## config.mk

```make
export PLATFORM = sky130hd
export DESIGN_NAME = mod_147_tx_heartbeat
export DESIGN_NICKNAME = d
export VERILOG_FILES = /design/src/rtl/mod_147_tx_heartbeat_pkg.sv /design/src/rtl/mod_147_tx_hb_timer.sv /design/src/rtl/mod_147_tx_heartbeat.sv
export SDC_FILE = /design/constraint.sdc
export NUM_CORES = 1
export LEC_CHECK = 0
export ABC_AREA = 1
export CORE_UTILIZATION = 30
export DETAILED_ROUTE_END_ITERATION = 8
export HOLD_SLACK_MARGIN = 0.12
export SLEW_MARGIN = 20
export SYNTH_ARGS = -nofsm -noshare
export SYNTH_HDL_FRONTEND = slang
export SYNTH_HIERARCHICAL = 1
export SYNTH_SLANG_ARGS = --single-unit
```

## constraint.sdc

```tcl
create_clock -name TX_CLK -period 4.03 [get_ports TX_CLK]
set_input_delay 0.6045 -clock TX_CLK [delete_from_list [all_inputs] [get_ports TX_CLK]]
set_output_delay 0.6045 -clock TX_CLK [all_outputs]
set_load 0.05 [all_outputs]
```

## src/rtl/mod_147_tx_heartbeat_pkg.sv

```systemverilog
// Shared encodings for the 10BASE-T1S transmit heartbeat generator:
// PCS command codes, generator states, link-status values.
package mod_147_tx_heartbeat_pkg;

   typedef enum logic [1:0] {
      CMD_BEACON    = 2'b00,
      CMD_COMMIT    = 2'b01,
      CMD_HEARTBEAT = 2'b10,
      CMD_NONE      = 2'b11
   } tx_cmd_t;

   typedef enum logic [1:0] {
      ST_DISABLED = 2'b00,
      ST_WAIT     = 2'b01,
      ST_SEND     = 2'b10,
      ST_GAP      = 2'b11
   } hb_state_t;

   typedef enum logic {
      PCS_NOT_OK = 1'b0,
      PCS_OK     = 1'b1
   } pcs_status_t;

   localparam logic [7:0] HB_COUNT_MAX = 8'd255;

   function automatic logic [7:0] sat_inc(input logic [7:0] value);
      return (value == HB_COUNT_MAX) ? value : value + 8'd1;
   endfunction

endpackage

```

## src/rtl/mod_147_tx_hb_timer.sv

```systemverilog
// Loadable down-counter shared by the quiet-interval and heartbeat-length
// phases; terminal is high when the count has reached zero.
module mod_147_tx_hb_timer
   import mod_147_tx_heartbeat_pkg::*;
#(
   parameter int CNT_W = 16
) (
   input  logic             TX_CLK,
   input  logic             pcs_reset,
   input  logic             load,
   input  logic [CNT_W-1:0] load_val,
   input  logic             dec,
   output logic             terminal
);

   logic [CNT_W-1:0] count;

   // NOTE: sequential state is always written with non-blocking (<=) so every
   // flop samples pre-edge values regardless of process ordering.
   always_ff @(posedge TX_CLK or posedge pcs_reset) begin
      if (pcs_reset) begin
         count <= '0;
      end else if (load) begin
         count <= load_val;
      end else if (dec) begin
         count <= count - CNT_W'(1);
      end
   end

   assign terminal = (count == '0);

endmodule

```

## src/rtl/mod_147_tx_heartbeat.sv

```systemverilog
// Transmit heartbeat generator: emits HEARTBEAT on tx_cmd after HB_INTERVAL
// quiet cycles on a point-to-point link, merging it with PLCA commands.
module mod_147_tx_heartbeat
   import mod_147_tx_heartbeat_pkg::*;
#(
   parameter logic [15:0] HB_INTERVAL = 16'd1000,
   parameter logic [3:0]  HB_LEN      = 4'd2,
   parameter int          CNT_W       = 16
) (
   input  logic       TX_CLK,
   input  logic       pcs_reset,
   input  logic       mr_autoneg_enable,
   input  logic       an_link_good,
   input  logic       multidrop,
   input  logic       TX_EN,
   input  logic [1:0] tx_cmd_in,
   output logic [1:0] tx_cmd,
   output logic       hb_active,
   output logic [7:0] hb_count,
   output logic [1:0] hb_state
);

   // The timer counts down to zero, so the quiet phase loads INTERVAL-1 and
   // the send phase loads LEN-1; terminal then marks the last cycle of each.
   localparam logic [CNT_W-1:0] QUIET_LOAD = CNT_W'(HB_INTERVAL - 16'd1);
   localparam logic [CNT_W-1:0] LEN_LOAD   = CNT_W'(HB_LEN - 4'd1);

   hb_state_t        state, next_state;
   tx_cmd_t          cmd_in, tx_cmd_q, tx_cmd_next;
   logic             hb_active_next;
   logic             count_inc;
   logic             en, quiet;
   logic             timer_load, timer_dec, timer_done;
   logic [CNT_W-1:0] timer_val;

   // pcs_reset is left out of en: the asynchronous reset branch already wins.
   assign en     = mr_autoneg_enable & an_link_good & ~multidrop;
   assign cmd_in = tx_cmd_t'(tx_cmd_in);
   assign quiet  = ~TX_EN & (cmd_in == CMD_NONE);

   mod_147_tx_hb_timer #(
      .CNT_W(CNT_W)
   ) u_timer (
      .TX_CLK   (TX_CLK),
      .pcs_reset(pcs_reset),
      .load     (timer_load),
      .load_val (timer_val),
      .dec      (timer_dec),
      .terminal (timer_done)
   );

   // NOTE: every always_comb output gets a default first, so no path through
   // the case statement can leave a signal unassigned and infer a latch.
   always_comb begin
      next_state     = state;
      timer_load     = 1'b0;
      timer_val      = QUIET_LOAD;
      timer_dec      = 1'b0;
      count_inc      = 1'b0;
      tx_cmd_next    = cmd_in;
      hb_active_next = 1'b0;

      if (!en) begin
         next_state = ST_DISABLED;
         timer_load = 1'b1;
      end else begin
         unique case (state)
            ST_DISABLED: begin
               next_state = ST_WAIT;
               timer_load = 1'b1;
            end
            ST_WAIT: begin
               if (!quiet) begin
                  timer_load = 1'b1;
               end else if (timer_done) begin
                  next_state = ST_SEND;
                  timer_load = 1'b1;
                  timer_val  = LEN_LOAD;
                  count_inc  = 1'b1;
               end else begin
                  timer_dec = 1'b1;
               end
            end
            ST_SEND: begin
               // Any activity aborts straight back to WAIT with no gap.
               if (!quiet) begin
                  next_state = ST_WAIT;
                  timer_load = 1'b1;
               end else begin
                  tx_cmd_next    = CMD_HEARTBEAT;
                  hb_active_next = 1'b1;
                  if (timer_done) begin
                     next_state = ST_GAP;
                  end else begin
                     timer_dec = 1'b1;
                  end
               end
            end
            ST_GAP: begin
               next_state  = ST_WAIT;
               timer_load  = 1'b1;
               tx_cmd_next = CMD_NONE;
            end
            default: begin
               next_state = ST_DISABLED;
            end
         endcase
      end
   end

   always_ff @(posedge TX_CLK or posedge pcs_reset) begin
      if (pcs_reset) begin
         state     <= ST_DISABLED;
         tx_cmd_q  <= CMD_NONE;
         hb_active <= 1'b0;
         hb_count  <= '0;
      end else begin
         state     <= next_state;
         tx_cmd_q  <= tx_cmd_next;
         hb_active <= hb_active_next;
         if (count_inc) begin
            hb_count <= sat_inc(hb_count);
         end
      end
   end

   assign tx_cmd   = tx_cmd_q;
   assign hb_state = state;

endmodule

```

==> flow_metrics.tcl <==
set metrics [dict create \
    tns_ns 0 \
    dpl_cell_area_um2 2310 \
    slew_headroom_pct 43.0 \
    critPathArrivalTime_ns 3.22 \
    clkTransAtPathRegs_ns 0.06 \
    port_buffers 20 \
    final_cells 389 \
    worst_slew_pin_slew_ns 0.849 \
    finalWorstPathRequiredPeriod_ns 3.06 \
    yosys.area_share.adder_pct 3.74 \
    initial_core_util_pct 31.3 \
    synth.top_cell.area_share_pct 33.6 \
    synth_top_cell_by_area "dfrtp_1" \
    ant_nets 0 \
    leakagePower_nw 1.16 \
    hold-path-cell-count 2 \
    crit_top_cell "inv_1" \
    via_per_inst 4.56 \
    start_kind "flip-flop" \
    r2r-start "u_timer/count[0]$_DFFE_PP0P_" \
    cp_slowest_cell "o21ai_1" \
    max-clock-path-buffers 2 \
    synth-edff-count 0 \
    dr_total_vias 1772 \
    yosysUniqueCellTypes 32 \
    area_growth_syn_to_layout_pct 20.1 \
    grt_pass1_wl_mm 7.83 \
    fill_cells 678 \
    reg2reg_depth 15 \
    finalCritPeriodShare_pct 76.0 \
    die_area_um2 7030 \
    synthSimpleGateAreaFrac_pct 39.5 \
    rows 29 \
    drive_above_1_share_pct 11.2 \
    grt_start_max_net_pins 17 \
    async_flop_share_pct 100 \
    cp.depth 15 \
    multi_input_area_um2 1130 \
    ys_warn_count 6 \
    avgSynthCellArea_um2 7.18 \
    cap_violations 0 \
    synth_compound_area_share_pct 8.97 \
    post-route-util_pct 37.6 \
    synthTopCellsByCount "nand2_1, inv_1, dfrtp_1" \
    worstSkewPairLatency_ns 0.28 \
    setup_viol 0 \
    total_power_uw 631 \
    gp_congestion 0.829 \
    status "finished clean" \
    crit_family "simple AND/OR/NAND/NOR gates" \
    min_path_type "reg2reg" \
    crit_fanout 13 \
    slew_viol_final 0 \
    yosysSeqAreaShare_pct 36.2 \
    ir_drop_uv 141 \
    crit_start "u_timer/count[0]$_DFFE_PP0P_" \
    die_x_um 83.8 \
    cts-htree-levels 2 \
    path_cells "inv_1 -> ha_1 -> nand2_1 -> inv_1 -> nand3_2 -> nor2_1 -> nand3_1 -> nor2_1 -> inv_1 -> nand3_1 -> o21ai_0 -> o21ai_1 -> nor2_2 -> a22oi_1 -> o21ai_0" \
    critPathCaptureType "flip-flop" \
    antenna_found_initial 0 \
    cts_resized 0 \
    max_stage_delay_ns 0.46 \
    final_nets 325 \
    dp_hpwl_mm 3.19 \
    finalHoldViolations 0 \
    synth_cells 280 \
    hold_buffers 0 \
    grt_overflow 0 \
    die-height_um 83.8 \
    cts_tree "yes" \
    cts_root_buf "clkbuf_8" \
    grt_usage_pct 13.7 \
    clock_skew_ns 0.00622 \
    ys_ff_latch 29 \
    drtIter0Drc 87 \
    path_buf_inv 3 \
    crit_type "reg2reg" \
    muxShareOfSynthArea_pct 0 \
    drc 0 \
    synth_top_family_by_area "simple AND/OR/NAND/NOR gates" \
    rsz0062_at_grt "false" \
    ff_latch_area_um2 728 \
    synth-xor-area-share_pct 2.18 \
    grt_pass1_vias 1685 \
    critPathRequiredTime_ns 4.18 \
    ios 21 \
    place_inst 381 \
    syn-cell-area_um2 2010 \
    postCtsSetupBuffers 0 \
    wire_per_inst_um 10.9 \
    core-area_um2 6420 \
    wl_mm 4.25 \
    cts.sinks 29 \
    yosysMostFrequentCell "nand2_1" \
    antenna_cells 0 \
    max_freq_mhz 326 \
    hold_start "hb_count[1]$_DFFE_PP0P_" \
    cts_made_buffers 5 \
    ys.flop_type "dfrtp_1" \
    first_pass_iters 4 \
    synth.area.top_cells "dfrtp_1, nand2_1, inv_1, nand3_1, a22oi_1" \
    power_density_nw_per_um2 262 \
    design_area_um2 2410 \
]
==> path summary, 6_finish.rpt <==
kind,to,slack [ns]
setup / recovery,u_timer/count[3]$_DFFE_PP0P_,0.97
hold / removal,hb_count[1]$_DFFE_PP0P_,0.53
setup reg to reg,u_timer/count[3]$_DFFE_PP0P_,0.97
hold reg to reg,hb_count[1]$_DFFE_PP0P_,0.53
max in group asynchronous,u_timer/count[7]$_DFFE_PP0P_,2.88
min in group asynchronous,hb_count[3]$_DFFE_PP0P_,0.71
==> kinds of logic (layout without fill, tap and decap cells) <==
| kind of cell | Yosys count | in the layout |
|---|---|---|
| AND/OR/NAND/NOR | 165 | 165 |
| buffers and inverters | 45 | 70 |
| flip-flops | 29 | 29 |
| AO/OA/AOI/OAI | 28 | 28 |
| adder cells (fa/ha/maj) | 6 | 6 |
| XOR/XNOR | 5 | 5 |
| other | 2 | 9 |
==> report_power, final <==
part	total [mW]	switching [mW]	leakage (nW)	internal, mW
clock network	0.262	0.108	0.0542	0.154
logic	0.0565	0.0343	0.767	0.0222
registers	0.313	0.0118	0.342	0.301
total	0.631	0.154	1.16	0.477
==> state kept, by name (all words and copies together), names as in the netlist <==
name,cells
u_timer/count,16
hb_count,8
hb_state,2
tx_cmd,2
hb_active,1
==> cell type report <==
cell class / count / share of cell area [%]
clock buffers: 7 / 3.99
clock inverters: 1 / 0.207
inverters: 41 / 6.38
multi-input cells: 213 / 46.7
flip-flops and latches: 29 / 30.2
well taps: 77 / 3.99
repair buffers: 21 / 8.61
==> stage by stage <==
stage | hold slack [ns] | worst slack [ns]
6_report | 0.532 | 0.966
3_3_place_gp | 0.516 | 1.04
3_5_place_dp | 0.524 | 1.05
4_1_cts | 0.542 | 0.997
5_1_grt | 0.554 | 0.622
2_1_floorplan | 0.480 | 1.71
==> per-layer routing <==
metal | routed length, um | global-route usage (%)
met1 | 2090 | 18.7
met2 | 1940 | 21.8
met3 | 176 | 2.97
met4 | 38 | 3.76
met5 | 0 | 0
==> cell usage in the layout, fill, tap and decap left out, types with 2 or more instances in the layout <==
| cell type | count |
|---|---|
| inv_2 | 2 |
| inv_1 | 38 |
| nor2_2 | 6 |
| o21ai_0 | 9 |
| dfstp_2 | 2 |
| o21bai_1 | 2 |
| clkdlybuf4s50_1 | 20 |
| nand4_1 | 3 |
| a22oi_1 | 12 |
| nor2_4 | 6 |
| o21ai_1 | 2 |
| nand2_1 | 90 |
| clkbuf_8 | 7 |
| ha_1 | 6 |
| nor2_1 | 24 |
| nand3_2 | 4 |
| xor2_1 | 4 |
| conb_1 | 9 |
| dfrtp_1 | 27 |
| nand3_1 | 22 |
| nand2_2 | 3 |
| nor3_1 | 2 |
==> worst reg2reg max path, cell delays in order, from the launching register on <==
cell and delay (ns):
dfrtp_1 0.43, inv_1 0.11, ha_1 0.25, nand2_1 0.10, inv_1 0.12, nand3_2 0.10, nor2_1 0.18, nand3_1 0.11
nor2_1 0.12, inv_1 0.10, nand3_1 0.12, o21ai_0 0.09, o21ai_1 0.46, nor2_2 0.30, a22oi_1 0.24, o21ai_0 0.10
Power figures use the tool's default switching activity.
